==> src/rtl/sat_counter.sv <==
// rtl/sat_counter.sv - saturating up-counter with clear taking priority over increment
module sat_counter #(
  parameter int W = 16
) (
  input  logic         clk,
  input  logic         rst,
  input  logic         inc,
  input  logic         clr,
  output logic [W-1:0] count
);

  // clear wins; otherwise count up and hold at all-ones
  always_ff @(posedge clk or posedge rst) begin
    if (rst) begin
      count <= '0;
    end else if (clr) begin
      count <= '0;
    end else if (inc && (count != {W{1'b1}})) begin
      count <= count + W'(1);
    end
  end

endmodule

==> config.mk <==
export PLATFORM = sky130hd
export DESIGN_NAME = sat_counter
export DESIGN_NICKNAME = d
export VERILOG_FILES = /design/src/rtl/sat_counter.sv
export SDC_FILE = /design/constraint.sdc
export NUM_CORES = 1
export LEC_CHECK = 0
export CAP_MARGIN = 20
export CELL_PAD_IN_SITES_DETAIL_PLACEMENT = 1
export CELL_PAD_IN_SITES_GLOBAL_PLACEMENT = 2
export CORE_MARGIN = 4
export CORE_UTILIZATION = 35
export CTS_BUF_LIST = sky130_fd_sc_hd__clkbuf_8
export DETAILED_ROUTE_END_ITERATION = 8
export DONT_BUFFER_PORTS = 1
export PLACE_DENSITY = 0.84
export SYNTH_ARGS = -nofsm -noshare
export SYNTH_HDL_FRONTEND = slang
export SYNTH_SLANG_ARGS = --single-unit
export TNS_END_PERCENT = 30
==> constraint.sdc <==
create_clock -name clk -period 1.95 [get_ports clk]
set_clock_uncertainty 0.2 [all_clocks]
set_input_delay 0.195 -clock clk [delete_from_list [all_inputs] [get_ports clk]]
set_output_delay 0.195 -clock clk [all_outputs]
set_load 0.01 [all_outputs]
==> flow_metrics.env, run 1 <==
export IMPL_final_hold_violation_count=13
export IMPL_rrSetupSlack_ns=0.02
export IMPL_cp_slowest_cell="or4_4"
export IMPL_drtAntennaViolNets=0
export IMPL_top_register="count"
export IMPL_dr_wl_met3_um=145
export IMPL_htreeDepth=1
export IMPL_clk_pin_slew_worst_paths_ns=0.07
export IMPL_viasPerCell=5.88
export IMPL_violations="negative hold slack"
export IMPL_design_core_area_um2=2500
export IMPL_hold_buffers=6
export IMPL_hold_path_class="in2reg"
export IMPL_antenna_found_initial=0
export IMPL_grt_pass1_wl_mm=5.15
export IMPL_peakVddDrop_mv=0.437
export IMPL_hold_ws_ns=-0.206
export IMPL_leakage_nw=0.569
export IMPL_wl_met2_mm=1.55
export IMPL_largest_reg_flops=16
export IMPL_cts_sinks=16
export IMPL_critPathMaxStageDelay_ns=0.56
export IMPL_die_h_um=59.6
export IMPL_startpoint="count[9]$_DFFE_PP0P_"
export IMPL_worstPathCellList="nand4_4, or4_4, or4_1, a21oi_1"
export IMPL_seq_area_frac_synth_pct=43.0
export IMPL_pin_count=20
export IMPL_maxClockFrequency_ghz=0.517
export IMPL_path_depth=4
export IMPL_crit_family="simple AND/OR/NAND/NOR gates"
export IMPL_drc_errors=0
export IMPL_fin_crit_ns=1.93
export IMPL_fillers=290
export IMPL_synth_top_cell_by_area="dfrtp_1"
export IMPL_setup_worst_path_end_class="flip-flop"
export IMPL_fin_ws_ns=0.0159
export IMPL_status="finished with violations"
export IMPL_grt_util_all_layers_pct=19.1
export IMPL_final_nets=146
export IMPL_dp_slack_ns=0.000855
export IMPL_numCtsBuffers=3
export IMPL_highest_layer="met4"
export IMPL_cp_required_ns=1.93
export IMPL_synth_edf_count=0
export IMPL_synthDistinctLibCells=29
export IMPL_cts_tree="yes"
export IMPL_start_util_pct=37.3
export IMPL_yosys_warnings=0
export IMPL_portBuffers=0
export IMPL_rsz0062_at_grt="true"
export IMPL_hpwl_mm=2.09
export IMPL_r2r_start="count[9]$_DFFE_PP0P_"
export IMPL_num_rows=18
export IMPL_grt_start_max_net_pins=20
export IMPL_relSlewSlack_pct=56.8
export IMPL_worstPathArrival_ns=1.91
export IMPL_vias=999
export IMPL_routed_wl_mm=3.10
export IMPL_synth_top_area_share_pct=43.0
export IMPL_p_per_area_nw_per_um2=511
export IMPL_r2r_cells=4
export IMPL_drt_pass1_iter_count=4
export IMPL_synth_ff_type="dfrtp_1"
export IMPL_tightest_slew_ns=0.647
export IMPL_first_global_vias=1074
export IMPL_synthCells=101
export IMPL_wl_met1_mm=1.38
export IMPL_reg_top3="count x16"
export IMPL_grt_overflow_total=0
export IMPL_cts_root_buf="clkbuf_8"
export IMPL_die_area_um2=3550
export IMPL_setup_viol=0
export IMPL_routabilityCongestion=0.764
export IMPL_finalCoreUtilization_pct=54.7
export IMPL_post_synth_top_count_cell="dfrtp_1"
export IMPL_final_cell_area_um2=1370
export IMPL_avgRoutedWirePerCell_um=18.3
export IMPL_endpoint="count[13]$_DFFE_PP0P_"
export IMPL_maxSlewViolCount=0
export IMPL_crit_buf_inv=0
export IMPL_clock_latency_ns=0.25
export IMPL_synth_area_um2=932
export IMPL_synthTopCellsByCount="dfrtp_1 (16), a21oi_1 (12), nand3_1 (7)"
export IMPL_num_antenna_cells=0
export IMPL_synthesis_nets=106
export IMPL_maxCapViolCount=0
export IMPL_clock_path_buffers=2
export IMPL_crit_fanout=6
export IMPL_initialDrtViolationCount=23
export IMPL_place_area_um2=1130
export IMPL_finalCritPeriodShare_pct=99.2
export IMPL_r2r_end="count[13]$_DFFE_PP0P_"
export IMPL_syn_avg_cell_area_um2=9.23
export IMPL_ys_seq_elements=16
export IMPL_areaGrowthSynthToFinish_pct=46.6
export IMPL_ys_async_sr_fraction_pct=100
export IMPL_critPathKind="reg2reg"
export IMPL_cp_start_kind="flip-flop"
export IMPL_synth_area_top_cells="dfrtp_1 (43%), a21oi_1 (6.4%), or4_1 (4.8%)"
export IMPL_drive_above_1_share_pct=37.1
export IMPL_die_w_um=59.6
## per-stage QoR
stage | std cells | setup TNS [ns] | hold WS [ns] | power, mW
2_1_floorplan | 101 | -0.101 | -0.0913 | 0.375
3_3_place_gp | 151 | 0 | 0.00461 | 0.380
6_report | 170 | 0 | -0.206 | 0.698
4_1_cts | 168 | 0 | -0.209 | 0.698
3_5_place_dp | 151 | 0 | 0.0115 | 0.382
5_1_grt | 170 | -0.185 | -0.221 | 0.730
## routing by layer
metal / up-vias / GRT usage [%]
met5: - / 0
met4: 0 / 5.70
met3: 6 / 3.70
met2: 27 / 33.4
met1: 497 / 23.7
li1: 469 / -
## cells by family after synthesis
kind of cell | Yosys count | synth area share [%]
simple gates | 49 | 32.6
compound gates | 25 | 15.7
fa+ha+maj | 1 | 1.34
mux | 3 | 3.49
flops | 16 | 43.0
buf+inv | 7 | 3.89
## report_power, final
group | switching, mW | total (mW) | internal [mW]
registers | 0.00472 | 0.340 | 0.336
clock network | 0.123 | 0.302 | 0.179
logic | 0.0254 | 0.0549 | 0.0295
total | 0.153 | 0.698 | 0.545
## final cells by class
| class | count | area (um^2) | share of cell area (%) |
|---|---|---|---|
| Multi-Input combinational cell | 78 | 554 | 40.6 |
| Tap cell | 30 | 37.5 | 2.75 |
| Inverter | 3 | 11.3 | 0.824 |
| Sequential cell | 16 | 400 | 29.3 |
| Timing Repair Buffer | 39 | 308 | 22.5 |
| Clock buffer | 4 | 55.1 | 4.03 |
## cells in the final DEF (no fill, tap or decap), drive strengths merged, types with 5 or more instances in the layout
cell,Yosys,final
or4,8,8
o31ai,5,5
or3,7,7
nand4,5,5
dfrtp,16,16
o21ai,5,5
a21oi,12,12
buf,1,33
nand3,7,7
dlygate4sd3,0,6
nand2,6,6
## worst min path at each step
stage          start                    end  depth (start not counted)
2_1_floorplan    rst   count[0]$_DFFE_PP0P_                          1
3_3_place_gp     rst  count[15]$_DFFE_PP0P_                          1
3_5_place_dp     rst  count[15]$_DFFE_PP0P_                          1
4_1_cts          clr   count[3]$_DFFE_PP0P_                          1
5_1_grt          clr   count[7]$_DFFE_PP0P_                          1
6_report         clr   count[7]$_DFFE_PP0P_                          1
## what timing repair did
action,in CTS,in global routing
setup buffers,7,2
pin swaps,3,3
gates resized for setup,1,11
endpoints found under the hold margin,32,13
endpoints found under the setup margin,2,12
Power figures use the tool's default switching activity.
==> run 2, diff against run 1 <==
==> constraint.sdc (replaced) <==
create_clock -name clk -period 1.6 [get_ports clk]
set_clock_uncertainty 0.2 [all_clocks]
set_input_delay 0.16 -clock clk [delete_from_list [all_inputs] [get_ports clk]]
set_output_delay 0.16 -clock clk [all_outputs]
set_load 0.01 [all_outputs]
==> run 2 against run 1 <==
Compared with the run above:
- global-route usage increased by 4.2 points
- worst setup slack worse by 0.45 ns
- clock power grew 24%
- fmax fell by 5.1%
- critical path type unchanged
- wire length increased by 34%
- core utilization up 6.3 points
- the run ends with negative hold slack, negative setup slack left
- clock-buffer cell count did not move
- final cell count increased by 6.5%
- die area is the same
- flip-flop and latch count is the same
- hold slack worse by 0.051 ns
==> flow_metrics.env, run 2 (synthesized netlist as in run 1, its figures left out) <==
export IMPL_setup_viol=16
export IMPL_grt_overflow_total=0
export IMPL_clock_latency_ns=0.26
export IMPL_routabilityCongestion=0.800
export IMPL_maxClockFrequency_ghz=0.491
export IMPL_violations="negative hold slack, negative setup slack"
export IMPL_cts_tree="yes"
export IMPL_drt_pass1_iter_count=4
export IMPL_setup_worst_path_end_class="flip-flop"
export IMPL_areaGrowthSynthToFinish_pct=63.4
export IMPL_initialDrtViolationCount=54
export IMPL_clk_pin_slew_worst_paths_ns=0.07
export IMPL_clock_path_buffers=2
export IMPL_critPathKind="reg2reg"
export IMPL_total_power_mw=0.861
export IMPL_finalCoreUtilization_pct=60.9
export IMPL_die_w_um=59.6
export IMPL_top_register="count"
export IMPL_drc_errors=0
export IMPL_viasPerCell=6.12
export IMPL_final_hold_violation_count=16
export IMPL_grt_start_max_net_pins=20
export IMPL_status="finished with violations"
export IMPL_tightest_slew_ns=0.649
export IMPL_grt_pass1_wl_mm=5.98
export IMPL_hold_buffers=1
export IMPL_cp_start_kind="flip-flop"
export IMPL_num_rows=18
export IMPL_die_h_um=59.6
export IMPL_crit_path_frequent_cell="or4_4"
export IMPL_hpwl_mm=2.38
export IMPL_reg_top3="count x16"
export IMPL_routed_wl_mm=4.15
export IMPL_cts_sinks=16
export IMPL_start_util_pct=37.3
export IMPL_first_global_vias=1195
export IMPL_fin_ws_ns=-0.437
export IMPL_cp_slowest_cell="or4_4"
export IMPL_cts_root_buf="clkbuf_8"
export IMPL_largest_reg_flops=16
export IMPL_final_nets=157
export IMPL_numCtsBuffers=3
export IMPL_worstPathArrival_ns=2.03
export IMPL_relSlewSlack_pct=56.7
export IMPL_cp_required_ns=1.59
export IMPL_hold_ws_ns=-0.257
export IMPL_hold_path_class="in2reg"
export IMPL_maxCapViolCount=0
export IMPL_peakVddDrop_mv=0.592
export IMPL_design_core_area_um2=2500
export IMPL_portBuffers=0
export IMPL_antenna_found_initial=0
export IMPL_drive_above_1_share_pct=57.0
export IMPL_final_common_cell="buf_4"
export IMPL_pin_count=20
export IMPL_dp_slack_ns=-0.360
export IMPL_fin_crit_ns=2.04
export IMPL_drtAntennaViolNets=0
export IMPL_worstPathCellList="nand4_1, or4_4, or4_4, a21oi_2"
export IMPL_critPathMaxStageDelay_ns=0.60
export IMPL_vias=1107
export IMPL_rsz0062_at_grt="true"
export IMPL_maxSlewViolCount=0
export IMPL_die_area_um2=3550
export IMPL_grt_util_all_layers_pct=23.3
export IMPL_avgRoutedWirePerCell_um=22.9
export IMPL_crit_fanout=5
export IMPL_leakage_nw=0.658
export IMPL_p_per_area_nw_per_um2=566
export IMPL_num_antenna_cells=0
export IMPL_finalCritPeriodShare_pct=127
export IMPL_final_cell_mix="buf_4 (47), dfrtp_1 (10), a21oi_2 (8)"
export IMPL_htreeDepth=1
run 2: metal layers:
metal / vias to the layer above / track usage, % / part of all wire, %
li1: 495 / - / -
met1: 563 / 25.8 / 40
met2: 34 / 41.0 / 52
met3: 15 / 7.41 / 4.4
met4: 0 / 9.18 / 3.2
met5: - / 0 / 0
run 2: area by class of cell:
cell class	instances	area (um^2)
clock buffers	4	55.1
fillers	292	977
inverters	3	11.3
multi-input cells	78	626
flip-flops and latches	16	408
well taps	30	37.5
repair buffers	50	385
run 2: stage by stage:
step | instance area, um^2 | TNS, ns | cells
after floorplan | 958 | -2.46 | 101
after CTS | 1480 | -3.01 | 178
after global routing | 1520 | -5.14 | 181
final | 1520 | -4.10 | 181
after detailed placement | 1250 | -3.48 | 165
after global placement | 1250 | -2.65 | 165
run 2: what timing repair did:
| item | in CTS | in global routing |
|---|---|---|
| setup endpoints to repair | 16 | 16 |
| pin swaps | 13 | 5 |
| gates resized for setup | 23 | 6 |
| setup buffers | 8 | 3 |
| hold endpoints to repair | 32 | 16 |
run 2: path summary, 6_finish.rpt:
check,endpoint,slack [ns],startpoint,depth (start not counted)
max,count[13]$_DFFE_PP0P_,-0.44,count[2]$_DFFE_PP0P_,4
min,count[7]$_DFFE_PP0P_,-0.26,clr,1
max reg2reg,count[13]$_DFFE_PP0P_,-0.44,count[2]$_DFFE_PP0P_,4
min reg2reg,count[14]$_DFFE_PP0P_,0.50,count[14]$_DFFE_PP0P_,3
max in group asynchronous,count[0]$_DFFE_PP0P_,0.49,rst,2
min in group asynchronous,count[11]$_DFFE_PP0P_,0.25,rst,2
run 2: power breakdown:
group / total (mW) / internal (mW) / switching [mW]
clock network: 0.374 / 0.219 / 0.155
logic: 0.0699 / 0.0355 / 0.0344
registers: 0.417 / 0.410 / 0.00720
run 2: worst max-delay path, delay by kind of cell (launching register included):
| kind | cells | cell delay [ns] |
|---|---|---|
| and+or+nand+nor | 3 | 1.28 |
| AOI/OAI and AO/OA | 1 | 0.14 |
| DFF | 1 | 0.36 |
